## config.mk

```make
export PLATFORM = sky130hd
export DESIGN_NAME = muldiv_arbiter
export DESIGN_NICKNAME = d
export VERILOG_FILES = /design/src/rtl/muldiv_arbiter.sv
export SDC_FILE = /design/constraint.sdc
export NUM_CORES = 1
export LEC_CHECK = 0
export BUFFER_PORTS_ARGS = -buffer_cell sky130_fd_sc_hd__buf_4
export CAP_MARGIN = 40
export CORE_AREA = 2 2 111 113
export CTS_BUF_LIST = sky130_fd_sc_hd__clkbuf_16
export CTS_CLUSTER_SIZE = 14
export DETAILED_ROUTE_END_ITERATION = 8
export DIE_AREA = 0 0 113 115
export PLACE_DENSITY_LB_ADDON = 0.12
export SYNTH_ARGS = -nofsm -noshare
export SYNTH_HDL_FRONTEND = slang
export SYNTH_SLANG_ARGS = --single-unit
export TNS_END_PERCENT = 30
```

## constraint.sdc

```tcl
create_clock -name clk -period 1.9 [get_ports clk]
set_clock_uncertainty 0.05 [all_clocks]
set_input_delay 0.095 -clock clk [delete_from_list [all_inputs] [get_ports clk]]
set_output_delay 0.095 -clock clk [all_outputs]
set_load 0.02 [all_outputs]
```

## src/rtl/muldiv_arbiter.sv

```systemverilog
`default_nettype none
// +----------------------------------------------------------------------------+
// | Module   : muldiv_arbiter                                                  |
// | Function : round-robin share of one sequential mul/div unit between two    |
// |            valid/ready requesters; result is routed back to the issuer.    |
// | Revision : 1.0                                                             |
// +----------------------------------------------------------------------------+
module muldiv_arbiter #(
  parameter int WIDTH = 32,
  parameter int OPW   = 4
) (
  input  logic             clk,
  input  logic             rst,
  input  logic             req0_valid,
  output logic             req0_ready,
  input  logic [OPW-1:0]   req0_op,
  input  logic [WIDTH-1:0] req0_a,
  input  logic [WIDTH-1:0] req0_b,
  input  logic             req1_valid,
  output logic             req1_ready,
  input  logic [OPW-1:0]   req1_op,
  input  logic [WIDTH-1:0] req1_a,
  input  logic [WIDTH-1:0] req1_b,
  output logic             resp0_valid,
  input  logic             resp0_ready,
  output logic             resp1_valid,
  input  logic             resp1_ready,
  output logic [WIDTH-1:0] resp_data,
  output logic             unit_req_valid,
  input  logic             unit_req_ready,
  output logic [OPW-1:0]   unit_op,
  output logic [WIDTH-1:0] unit_a,
  output logic [WIDTH-1:0] unit_b,
  input  logic             unit_resp_valid,
  output logic             unit_resp_ready,
  input  logic [WIDTH-1:0] unit_resp_data,
  output logic             busy
);

  typedef enum logic [1:0] {
    S_IDLE  = 2'd0,
    S_ISSUE = 2'd1,
    S_WAIT  = 2'd2,
    S_RESP  = 2'd3
  } state_t;

  state_t           r_state;
  logic             r_prio;
  logic             r_owner;
  logic [OPW-1:0]   r_op;
  logic [WIDTH-1:0] r_a;
  logic [WIDTH-1:0] r_b;
  logic [WIDTH-1:0] r_resp_data;
  logic             r_unit_req_valid;
  logic             r_unit_resp_ready;
  logic             r_resp0_valid;
  logic             r_resp1_valid;
  logic             r_busy;

  logic             w_grant_valid;
  logic             w_grant;
  logic             w_resp_fire;

  // The pointer only breaks ties; a lone requester is granted at once.
  always_comb begin
    w_grant_valid = 1'b0;
    w_grant       = 1'b0;
    if (r_state == S_IDLE) begin
      if (req0_valid && req1_valid) begin
        w_grant_valid = 1'b1;
        w_grant       = r_prio;
      end else if (req0_valid) begin
        w_grant_valid = 1'b1;
        w_grant       = 1'b0;
      end else if (req1_valid) begin
        w_grant_valid = 1'b1;
        w_grant       = 1'b1;
      end
    end
  end

  assign req0_ready  = w_grant_valid && !w_grant;
  assign req1_ready  = w_grant_valid &&  w_grant;
  assign w_resp_fire = r_owner ? (r_resp1_valid && resp1_ready)
                               : (r_resp0_valid && resp0_ready);

  always_ff @(posedge clk) begin
    if (rst) begin
      r_state           <= S_IDLE;
      r_prio            <= 1'b0;
      r_owner           <= 1'b0;
      r_op              <= '0;
      r_a               <= '0;
      r_b               <= '0;
      r_resp_data       <= '0;
      r_unit_req_valid  <= 1'b0;
      r_unit_resp_ready <= 1'b0;
      r_resp0_valid     <= 1'b0;
      r_resp1_valid     <= 1'b0;
      r_busy            <= 1'b0;
    end else begin
      case (r_state)
        S_IDLE: begin
          // A grant implies the granted valid is high, so the grant is the fire.
          if (w_grant_valid) begin
            r_owner          <= w_grant;
            r_op             <= w_grant ? req1_op : req0_op;
            r_a              <= w_grant ? req1_a  : req0_a;
            r_b              <= w_grant ? req1_b  : req0_b;
            r_unit_req_valid <= 1'b1;
            r_busy           <= 1'b1;
            r_state          <= S_ISSUE;
          end
        end
        S_ISSUE: begin
          if (unit_req_ready) begin
            r_unit_req_valid  <= 1'b0;
            r_unit_resp_ready <= 1'b1;
            r_state           <= S_WAIT;
          end
        end
        S_WAIT: begin
          if (unit_resp_valid) begin
            r_resp_data       <= unit_resp_data;
            r_unit_resp_ready <= 1'b0;
            r_resp0_valid     <= !r_owner;
            r_resp1_valid     <=  r_owner;
            r_state           <= S_RESP;
          end
        end
        S_RESP: begin
          if (w_resp_fire) begin
            r_resp0_valid <= 1'b0;
            r_resp1_valid <= 1'b0;
            r_prio        <= ~r_owner;
            r_busy        <= 1'b0;
            r_state       <= S_IDLE;
          end
        end
        default: r_state <= S_IDLE;
      endcase
    end
  end

  assign unit_req_valid  = r_unit_req_valid;
  assign unit_resp_ready = r_unit_resp_ready;
  assign unit_op         = r_op;
  assign unit_a          = r_a;
  assign unit_b          = r_b;
  assign resp0_valid     = r_resp0_valid;
  assign resp1_valid     = r_resp1_valid;
  assign resp_data       = r_resp_data;
  assign busy            = r_busy;

endmodule
`default_nettype wire

```

==> results.ini <==
[route]
mean_routed_wirelength_per_cell_um = 15.9
drt_first_pass_iters = 6
finalWirelength_um = 15200
drt-initial-drc-count = 168
vias_per_cell = 4.99
remaining_drc_errors = 20
total_via_count_in_the_routed_design = 4762
drt.antenna.violating_nets = 0

[sta]
finalCriticalPeriod_ns = 1.80
maxClockFrequency_mhz = 555
worst_slew_pin_slew_ns = 0.501
tns_ns = 0
timing_hold_violations_final = 0
rsz0062_at_grt = false
slew_violations = 0
maxSlewHeadroom_pct = 66.6
final.period_utilization_pct = 94.9
fin_worst_hold_slack_ns = 0.0209
final-setup-viol-count = 0

[clock_network]
cts_buffer_depth = 2
clock_latency_ns = 0.34
cts.htree.levels = 3
cts_buffers = 9
clock_sink_count = 109
cts_tree = yes
clockRootBuffer = clkbuf_16
path_clk_slew_ns = 0.07

[worst_hold_path]
worst_hold_path_cell_count = 3
holdCritPathClass = primary input to flop

[critical_path]
crit_type = flop to output port
critical_path_at_ns = 1.66
reg2reg_depth = 5
crit_path_max_fanout = 12
worst_setup_path_end_kind = output port
worst_ep_required_time_ns = 1.75
worstSetupStartpointType = flop

[cells_and_area]
drive_gt1_share_pct = 38.5
design.final.nets = 984
area_delta_synth_final_pct = 60.5
antenna_cells = 0
fillers = 1002
post-route-cell-area_mm2 = 0.00750

[floorplan]
design.die.area_mm2 = 0.0130
initial_utilization_pct = 39.6
io-pin-count = 283
core_mm2 = 0.0118
row_count = 40
vertical_die_dimension_um = 115
chipWidth_um = 113

[grt]
grt_antenna_before_repair = 0
grt_max_degree = 59
grt_first_pass_wirelength_um = 23100
first_global_vias = 4657
overall_overflow_remaining_after_global_route = 0
grtUsageTotal_pct = 22.5

[synth]
synthDistinctLibCells = 32
netlist_area_mm2 = 0.00468
avgSynthCellArea_um2 = 9.22
synth.top_cells.by_area = dfxtp_1, mux2i_1, a211oi_1
post-synth-top-count-cell = dfxtp_1
ys.warnings.count = 0
synthesis.instances = 507
yosys_top_cell_area_share_pct = 46.7
synth_seq_cells = 109
post_synth_most_frequent_cells = dfxtp_1, nor2_1, mux2i_1
yosys.area.top_type = dfxtp_1
postSynth.topFlopCell = dfxtp_1
ys_seq_area_share_pct = 46.7
synth.net_count = 687
number_of_enable_type_register_cells_in_the_synthesized_netlist = 0
postSynth.asyncResetShare_pct = 0

[placement]
port_buffers = 282
dp_hpwl_um = 10300
gpl.final_weighted_congestion = 0.785
placedInstanceArea_mm2 = 0.00683

[power]
clkPwrFrac_pct = 17.5
combPwrFrac_pct = 47.2
p_int_uw = 5870
totalPowerFinal_uw = 9460
power_leakage_uw = 0.00372
irDropWorstVdd_uv = 556
swShare_pct = 37.9
powerDensity_mw_per_mm2 = 1260
seq_power_share_pct = 35.3
switching_power_uw = 3590

[outcome]
failed_checks = DRC
outcome = complete, but fails checks

[flow_run]
drv.max_cap_violation_count = 0

routing by layer:
| metal | vias to the layer above | GRT usage, % | wire [µm] |
|---|---|---|---|
| met2 | 190 | 40.2 | 7730 |
| li1 | 2368 | - | - |
| met1 | 2179 | 25.8 | 5840 |
| met3 | 25 | 5.48 | 1250 |
| met4 | 0 | 9.02 | 357 |
| met5 | - | 0 | 0 |
final timing paths:
kind                       start  slack [ns]         endpoint
hold reg to reg     resp_data[4]        0.40     resp_data[4]
setup / recovery      r_state[0]         0.1       req0_ready
setup reg to reg      r_state[0]         0.1       r_state[0]
hold / removal    unit_req_ready        0.02  unit_resp_ready
cell type report:
cell class	count	area, µm²	area share, %
repair buffers	329	2670	35.6
clock inverters	6	23.8	0.317
multi-input cells	348	2190	29.2
inverters	7	26.3	0.350
flip-flops and latches	109	2180	29.1
clock buffers	9	225	3.00
well taps	147	184	2.45
cell usage in the layout, fill, tap and decap left out, types with 3 or more instances in the layout:
cell type / instances
nor2_1: 74
a211oi_1: 68
inv_1: 8
dlygate4sd3_1: 33
ha_1: 3
clkbuf_16: 9
nand2_1: 69
nand3_1: 3
dfxtp_1: 109
o21ai_0: 3
clkinv_1: 3
mux2i_1: 70
a21oi_1: 39
buf_4: 288
buf_12: 5
kinds of logic after synthesis:
group                      Yosys count  synth area share, %
and+or+nand+nor                    156                 13.2
AOI/OAI and AO/OA                  118                 17.0
DFF                                109                 46.7
muxes                               70                 15.0
buffers and inverters               50                 7.04
adders and majority gates            4                 1.07
registers in the layout (all words and copies together), names as in the netlist:
| register | cells |
|---|---|
| unit_op | 4 |
| unit_b | 32 |
| busy | 1 |
| r_owner | 1 |
| unit_a | 32 |
| unit_resp_ready | 1 |
| resp0_valid | 1 |
| resp1_valid | 1 |
| resp_data | 32 |
| r_prio | 1 |
| r_state | 2 |
| unit_req_valid | 1 |
timing repair:
action | CTS | global route
resized for setup | 2 | 1
cloned | 2 | 0
setup buffers | 2 | 0
hold buffers | 33 | 0
hold endpoints to repair | 33 | 0
setup endpoints to repair | 2 | 2
power by group through the flow:
stage / clock network (µW) / registers, µW / logic, µW
after floorplan: 0 / 4170 / 1690
after global placement: 0 / 3360 / 4100
after detailed placement: 0 / 3390 / 4170
after CTS: 1710 / 3340 / 4470
after global routing: 1810 / 3420 / 4790
final: 1650 / 3340 / 4470
stage by stage:
step           util [%]  worst slack [ns]  cells
2_1_floorplan         -             0.305    507
3_3_place_gp       57.8             0.171    903
3_5_place_dp       57.8             0.127    903
4_1_cts            63.4            0.0367    955
5_1_grt            63.5            0.0390    955
6_report           63.5            0.0978    955
worst max-delay path: stages, from the launching register on:
cell and delay, ns:
dfxtp_1 0.39, inv_1 0.11, ha_4 0.20, o211ai_4 0.12, buf_6 0.23, and2_1 0.14
buf_4 0.13
Note: power is estimated with default switching activity, not from simulation.
